===== src/rtl/batmon_seq.sv =====
// Measurement sequencer for the charger monitor path: round-robins the enabled
// V/I/T channels through a shared 8-bit ADC and holds the latest codes.
module batmon_seq #(
  parameter int SETTLE  = 4,
  parameter int ADC_TMO = 64
) (
  input  logic       clk,
  input  logic       rst,
  inout  wire        dvdd,
  inout  wire        dgnd,
  input  logic       en,
  input  logic       vmonen,
  input  logic       imonen,
  input  logic       tmonen,
  output logic       adc_start,
  output logic [1:0] adc_sel,
  input  logic       adc_done,
  input  logic [7:0] adc_data,
  output logic [7:0] vbat,
  output logic [7:0] ibat,
  output logic [7:0] tbat,
  output logic       vtok
);

  typedef enum logic [1:0] {
    S_IDLE,
    S_SETTLE,
    S_CONV
  } state_t;

  localparam logic [7:0] SETTLE_LAST = 8'(SETTLE - 1);
  localparam logic [7:0] TMO_LAST    = 8'(ADC_TMO);

  state_t     state, state_d;
  logic [7:0] cnt, cnt_d;
  logic [1:0] sel_d;
  logic [1:0] last, last_d;
  logic       start_d;
  logic [3:0] valid, valid_d;
  logic [7:0] vbat_d, ibat_d, tbat_d;
  logic       vtok_d;
  logic       adv;

  logic [3:0] chen;
  logic       any_en;
  logic [2:0] first_pick;
  logic [2:0] next_pick;

  // Supply pins carry no logic; fold them into a sink so they read as used.
  wire unused_supply = &{1'b0, dvdd, dgnd};

  // Bit 3 pads the channel vector so a 2-bit select can index it directly.
  assign chen   = {1'b0, tmonen, imonen, vmonen};
  assign any_en = |chen;

  // Returns {found, channel}: first enabled channel strictly after cur in
  // V -> I -> T -> V order, wrapping back to cur itself last.
  function automatic logic [2:0] pick_after(input logic [1:0] cur,
                                            input logic [3:0] ena);
    logic [2:0] res;
    logic [1:0] c;
    res = 3'b000;
    for (int k = 3; k >= 1; k--) begin
      c = 2'((int'(cur) + k) % 3);
      if (ena[c]) res = {1'b1, c};
    end
    return res;
  endfunction

  assign first_pick = pick_after(last, chen);
  assign next_pick  = pick_after(adc_sel, chen);

  always_comb begin
    // NOTE: every output of this block gets a default first so no path
    // through the case below can leave one unassigned and infer a latch.
    state_d = state;
    cnt_d   = cnt;
    sel_d   = adc_sel;
    last_d  = last;
    start_d = 1'b0;
    vbat_d  = vbat;
    ibat_d  = ibat;
    tbat_d  = tbat;
    adv     = 1'b0;
    valid_d = en ? (valid & chen) : 4'b0000;

    case (state)
      S_IDLE: begin
        if (en && any_en) begin
          state_d = S_SETTLE;
          sel_d   = first_pick[1:0];
          cnt_d   = '0;
        end
      end
      S_SETTLE: begin
        if (!en) begin
          state_d = S_IDLE;
          cnt_d   = '0;
        end else if (!chen[adc_sel]) begin
          adv = 1'b1;
        end else if (cnt == SETTLE_LAST) begin
          state_d = S_CONV;
          start_d = 1'b1;
          cnt_d   = '0;
        end else begin
          cnt_d = cnt + 8'd1;
        end
      end
      S_CONV: begin
        if (!en) begin
          state_d = S_IDLE;
          cnt_d   = '0;
        end else if (!chen[adc_sel]) begin
          adv = 1'b1;
        end else if (adc_start) begin
          // A done pulse in the start cycle is too early to be ours.
          cnt_d = 8'd1;
        end else if (adc_done) begin
          case (adc_sel)
            2'd0:    vbat_d = adc_data;
            2'd1:    ibat_d = adc_data;
            2'd2:    tbat_d = adc_data;
            default: ;
          endcase
          valid_d[adc_sel] = 1'b1;
          adv              = 1'b1;
        end else if (cnt == TMO_LAST) begin
          valid_d[adc_sel] = 1'b0;
          adv              = 1'b1;
        end else begin
          cnt_d = cnt + 8'd1;
        end
      end
      default: begin
        state_d = S_IDLE;
        cnt_d   = '0;
      end
    endcase

    if (adv) begin
      last_d = adc_sel;
      cnt_d  = '0;
      if (next_pick[2]) begin
        state_d = S_SETTLE;
        sel_d   = next_pick[1:0];
      end else begin
        state_d = S_IDLE;
      end
    end

    vtok_d = en & any_en & (&(valid[2:0] | ~chen[2:0]));
  end

  // NOTE: state registers use non-blocking assignments so every flop samples
  // the values from before this edge, independent of statement order.
  always_ff @(posedge clk) begin
    if (rst) begin
      state     <= S_IDLE;
      cnt       <= '0;
      adc_sel   <= 2'd0;
      last      <= 2'd2;
      adc_start <= 1'b0;
      valid     <= 4'b0000;
      vbat      <= 8'h00;
      ibat      <= 8'h00;
      tbat      <= 8'h00;
      vtok      <= 1'b0;
    end else begin
      state     <= state_d;
      cnt       <= cnt_d;
      adc_sel   <= sel_d;
      last      <= last_d;
      adc_start <= start_d;
      valid     <= valid_d;
      vbat      <= vbat_d;
      ibat      <= ibat_d;
      tbat      <= tbat_d;
      vtok      <= vtok_d;
    end
  end

endmodule


===== config.mk =====
export PLATFORM = sky130hd
export DESIGN_NAME = batmon_seq
export DESIGN_NICKNAME = d
export VERILOG_FILES = /design/src/rtl/batmon_seq.sv
export SDC_FILE = /design/constraint.sdc
export NUM_CORES = 1
export LEC_CHECK = 0
export CAP_MARGIN = 10
export CORE_MARGIN = 1.5
export CORE_UTILIZATION = 40
export DETAILED_ROUTE_END_ITERATION = 8
export SETUP_SLACK_MARGIN = 0.02
export SLEW_MARGIN = 20
export SYNTH_ARGS = -nofsm -noshare
export SYNTH_HDL_FRONTEND = slang
export SYNTH_SLANG_ARGS = --single-unit

===== constraint.sdc =====
create_clock -name clk -period 2.5 [get_ports clk]
set_input_delay 0.375 -clock clk [delete_from_list [all_inputs] [get_ports clk]]
set_output_delay 0.375 -clock clk [all_outputs]
set_load 0.03 [all_outputs]

=== Word-level counts from Yosys, hierarchy flattened ===
Cells that the tools add are included.

* Memories: 0
* Input bits: 15
* Bits in latches: 0
* Word-level logic and storage cells: 131
* Bits in read-only memories: 0
* Register bits: 44
* Output and inout bits: 30
* RAM bits: 0

* Mux-type cells: 60
* Bitwise gates (word level): 12
* Reduce and logical (&&, ||, !) cells: 13
* Shifts and indexed selects: 0
* $lt $le $gt $ge: 8
* Equality and inequality tests: 15
* Add/sub/neg operators: 7
* Div/mod/pow operators: 6
* $mul: 0

{| class="wikitable"
|+ Operators with widths
! operator !! count
|-
| $mod 32x3->32 const B || 6
|-
| $mux 8 || 9
|-
| $mux 4 || 7
|-
| $mux 2 || 13
|-
| $pmux 8 s3 || 1
|-
| $lt 2x3->1 const B || 7
|-
| $reduce_and 6->1 || 3
|-
| $mux 1 || 17
|-
| $ne 4x4->1 const B || 4
|-
| $bmux 1 s2 || 7
|-
| $add 2x2->3 const B || 4
|-
| $ne 3x3->1 const B || 4
|-
| $mux 3 || 3
|-
| $add 8x1->8 const B || 1
|-
| $eq 8x2->1 const B || 1
|-
| $eq 8x7->1 const B || 1
|-
| $add 2x1->3 const B || 2
|-
| $pmux 2 s3 || 1
|-
| $reduce_and 5->1 || 1
|-
| $and 4x3->4 || 1
|-
| $and 4x4->4 || 1
|-
| $eq 2x1->1 const B || 2
|-
| $eq 2x2->1 const B || 2
|-
| $logic_not 2->1 || 2
|-
| 16 further kinds || 21
|}

=== Longest topological paths before layout ===
Gate-level depths: netlist (run 1).

* Depth after elaboration: 12
* Mapped depth: 9
* Gate-level depth less buffers: 7

=== Worst setup path before layout (run 1) ===
Ideal clock, no wire load.

* Kind: register -> register
* Start point: register adc_sel[0]
* End point: register adc_sel[0]
* Slack: 0.190 ns
* Setup time: 0.087 ns
* Clock period less this slack: 2.310 ns
* Arrival time: 2.223 ns
* Stages on the path, launching flop included: 9
* Buffers on the path: 1
* Data required time: 2.413 ns
* Cell sequence: dfxtp_1 inv_1 ha_1 clkbuf_1 mux2i_1 o21a_1 o2111ai_1 and3_1 o31ai_1

* Cells in the longest elaborated chain, start to end: 9
* Elaborated cells between the ends (all ways): 26
* Classes of those cells: 3 x add/sub; 3 x div; 20 x mux

{| class="wikitable"
|+ Ends and longest elaborated chain
! what !! RTL line !! source
|-
| from (decl) || 16 || <nowiki>output logic [1:0] adc_sel,</nowiki>
|-
| from (signal assigned) || 171 || <nowiki>adc_sel <= sel_d;</nowiki>
|-
| $add 2x2->3 || 64 || <nowiki>c = 2'((int'(cur) + k) % 3);</nowiki>
|-
| $mod 32x3->32 || 64 ||
|-
| $bmux 1 s2 || 65 || <nowiki>if (ena[c]) res = {1'b1, c};</nowiki>
|-
| $mux 1 (not written as such) || 65 ||
|-
| $mux 3 (3 in series) || 65 ||
|-
| $mux 2 || 143 || <nowiki>if (next_pick[2]) begin</nowiki>
|-
| $mux 2 (*) || 140 || <nowiki>if (adv) begin</nowiki>
|}

Mark *: on every way between the ends. The rest lies on a longest branch, timed or not. The select of a mux whose other input is x is not followed.
A chain may end at the register's enable or synchronous reset.

=== Final worst setup path (run 1) ===
* Start point: register cnt[2]
* End point: register cnt[7]

* Cells in the longest elaborated chain, start to end: 8
* Elaborated cells between the ends (all ways): 21
* Classes of those cells: 1 x add/sub; 3 x eq/ne; 15 x mux; 2 x reduce/logical

{| class="wikitable"
|+ Ends and longest elaborated chain
! what !! RTL line !! source
|-
| from (decl) || 35 || <nowiki>logic [7:0] cnt, cnt_d;</nowiki>
|-
| from (signal assigned) || 170 || <nowiki>cnt <= cnt_d;</nowiki>
|-
| parallel branches: the longest is 8 deep, another holds $add 8x1->8 || -- ||
|}

Several ways; the timed one is not identified. The select of a mux whose other input is x is not followed.

==> results of run 1 <==
[layout make-up]
cell class | instances | area share
inverter | 20 | 0.02409
timing repair buffer | 58 | 0.1734
clock inverter | 2 | 0.01244
multi-input combinational | 194 | 0.4572
sequential | 43 | 0.2762
tap | 75 | 0.03011
clock buffer | 6 | 0.02650
[stage by stage]
step                setup slack [ns]  instance area (sq um)    util  hold slack (ns)  std cells
floorplan                     0.1895                   2444       -           0.4444        271
detailed placement            0.1200                   2995  0.5059           0.4727        390
CTS                           0.3894                   3117  0.5264           0.4897        398
global route                  0.2578                   3117  0.5264           0.5128        398
finish                        0.3580                   3117  0.5264           0.4841        398
global placement              0.1740                   2995  0.5059           0.4734        390
[registers in the layout, summed over array words and instances (netlist names)]
name,flops
tbat,8
vbat,8
vtok,1
state,2
adc_start,1
cnt,8
valid,3
adc_sel,2
last,2
ibat,8
[placed cells by master, fill, tap and decap left out, drive strengths merged, types with 3 or more instances in the layout]
| cell | synthesis | layout |
|---|---|---|
| a41oi | 3 | 3 |
| and2 | 5 | 5 |
| o21a | 3 | 3 |
| o2111ai | 3 | 3 |
| mux2 | 3 | 3 |
| a211oi | 9 | 9 |
| buf | 8 | 16 |
| inv | 20 | 21 |
| a21oi | 7 | 7 |
| or4 | 5 | 5 |
| clkdlybuf4s50 | 0 | 42 |
| o31ai | 6 | 6 |
| nand2 | 11 | 11 |
| mux2i | 29 | 29 |
| nand4 | 6 | 6 |
| a22oi | 3 | 3 |
| o21ai | 15 | 15 |
| dfxtp | 43 | 43 |
| ha | 14 | 14 |
| nand3 | 11 | 11 |
| clkbuf | 6 | 6 |
| nor2 | 31 | 31 |
[power groups by stage]
| stage | clock network, uW | logic [uW] | registers, uW |
|---|---|---|---|
| after CTS | 604 | 593 | 724 |
| final | 594 | 594 | 724 |
| after global routing | 628 | 653 | 728 |
| after floorplan | 0 | 404 | 755 |
| after detailed placement | 0 | 589 | 740 |
| after global placement | 0 | 585 | 739 |
[per-layer routing]
layer,share of wire,vias up,global-route usage
met5,0,-,0
met4,0.0095,0,0.04828
met3,0.063,7,0.05730
met2,0.44,60,0.2967
met1,0.49,987,0.2519
li1,-,1088,-
[Yosys cell counts, types with 3 or more instances]
| cell type | count | area (sq um) |
|---|---|---|
| and2_1 | 5 | 31.28 |
| clkbuf_1 | 6 | 22.52 |
| o21ai_0 | 11 | 55.05 |
| a22oi_1 | 3 | 22.52 |
| ha_1 | 14 | 175.2 |
| o21a_1 | 3 | 22.52 |
| dfxtp_1 | 43 | 860.8 |
| mux2i_1 | 29 | 290.3 |
| or4_1 | 5 | 37.54 |
| mux2_2 | 3 | 33.78 |
| inv_1 | 20 | 75.07 |
| nand4_1 | 4 | 25.02 |
| a21oi_1 | 6 | 30.03 |
| nor2_1 | 31 | 116.4 |
| buf_2 | 3 | 15.01 |
| nand3_1 | 11 | 55.05 |
| nand2_1 | 11 | 41.29 |
| o2111ai_1 | 3 | 26.28 |
| a211oi_1 | 7 | 52.55 |
| o31ai_1 | 6 | 45.04 |
| buf_4 | 3 | 22.52 |
[logic make-up (layout without fill, tap and decap cells)]
logic type	count (synthesis)	count (layout)
DFF	43	43
muxes	32	32
buffers and inverters	34	86
adders and majority gates	14	14
and+or+nand+nor	85	85
AOI/OAI and AO/OA	63	63
[worst paths after layout]
path / slack (ns) / end / cells after the start
hold / removal: 0.48 / vtok / 2
hold reg to reg: 0.48 / vtok / 2
setup reg to reg: 0.36 / cnt[7] / 7
setup / recovery: 0.36 / cnt[7] / 7
[critical path, cell delays in order (launching register included)]
cell and delay, ns:
dfxtp_1 0.39, nor4_2 0.38, a41oi_2 0.24, a21oi_2 0.43, buf_4 0.22, a211oi_2 0.04, buf_4 0.17, a211oi_1 0.19
==> out/qor.csv, run 1 <==
metric,value,unit
run_status,"complete, no violations",
core_area,0.005921,sq mm
synth_fp_nets,302,
seqPwrFrac,0.379,
antenna_found_initial,0,
setup.worst_path.start,cnt[2],
ir_drop,368.3,uV
max_freq,466.8,MHz
critical_path_class,reg -> reg,
swShare,0.3299,
end_kind,register,
die_y,81.16,um
switchingPower,631.0,uW
grt_max_degree,28,
internal-power,1282,uW
syn_area_per_cell,9.017,sq um
hold_class,reg -> reg,
post_cts_buffers,0,
wirelength,5802,um
synth_top_family_by_area,compound AO/OA/AOI/OAI gates,
layout-drive-gt1-share,0.1176,
tightest_slew,0.4371,ns
untimed_endpoints,2,
io-pin-count,45,
seq_area_frac_synth,0.3523,
synth_edf_count,0,
ys_warn_count,0,
drt_iter0_drc,219,
dr.pass1.iters,4,
num_vias,2142,
startpoint_type,register,
clkPwrFrac,0.311,
clkTransAtPathRegs,0.09,ns
cts_resized,0,
h-tree-depth,2,
pwr-share-comb,0.311,
final_antenna_net_count,0,
viasPerCell,5.382,
setup-tns-final,0,ns
max_slew_margin,0.7086,
multi_input_area,0.001425,sq mm
synth.ff_latch_count,43,
hold_viol_final,0,
regArea,860.8,sq um
finalSetupViolCount,0,
total_power,1913,uW
critPathMaxFanout,11,
powerDensity,613.7,mW/mm^2
cts_tree,done,
synthXorXnorAreaFrac,0,
drc_errors,0,
grt_pass1_wl,9673,um
synth_fa_ha_area_frac,0.07168,
synth_compound_area_frac,0.1941,
yosys.area_share.simple,0.1848,
first_global_vias,2081,
period_minus_slack,2.142,ns
drv_slew,0,
gr-total-overflow,0,
start_util,0.4127,
row_count,28,
hold_start,valid[2],
syn_to_final_growth,27.55,%
cts_inserted_buffers,5,
synthDistinctLibCells,52,
arrival,2.36,ns
dieArea,0.006587,sq mm
ctsHoldBuffers,0,
fin_nets,353,
fin_crit_sh,0.8568,
worstSkewPairLatency,0.30,ns
portBuffers,42,
grt_usage,0.1890,
synth_top_flop_cell,dfxtp_1,
leakagePower,0.001294,uW
antenna_cells,0,
cts_root_buf,clkbuf_8,
fin_skew,0.005640,ns
routedWlPerCell,14.58,um
drv_cap,0,
clk_path_buf_depth,2,
fillers,564,
reg2reg_from,cnt[2],
numClockSinks,43,
cp_data_required_time,2.71,ns
async_reset_ff_frac,0,
syn_inst,271,
synth_area,0.002444,sq mm
gp_congestion,0.8688,
muxShareOfSynthArea,0.1326,
dp_hpwl,4300,um
rsz0062_at_grt,no,
die_w,81.16,um
Power figures use the tool's default switching activity.
==> run 2: changes to the inputs <==
- CAP_MARGIN: 10 -> 20
- CTS_BUF_LIST: default -> sky130_fd_sc_hd__clkbuf_2 sky130_fd_sc_hd__clkbuf_4 sky130_fd_sc_hd__clkbuf_8
==> results of run 2 <==
Same layout as run 1: the final DEF is identical, and so are final timing and power.
==> run 3: changes to the inputs <==
- SLEW_MARGIN: 20 -> default
==> results of run 3 <==
Same layout as run 1: the final DEF is identical, and so are final timing and power.
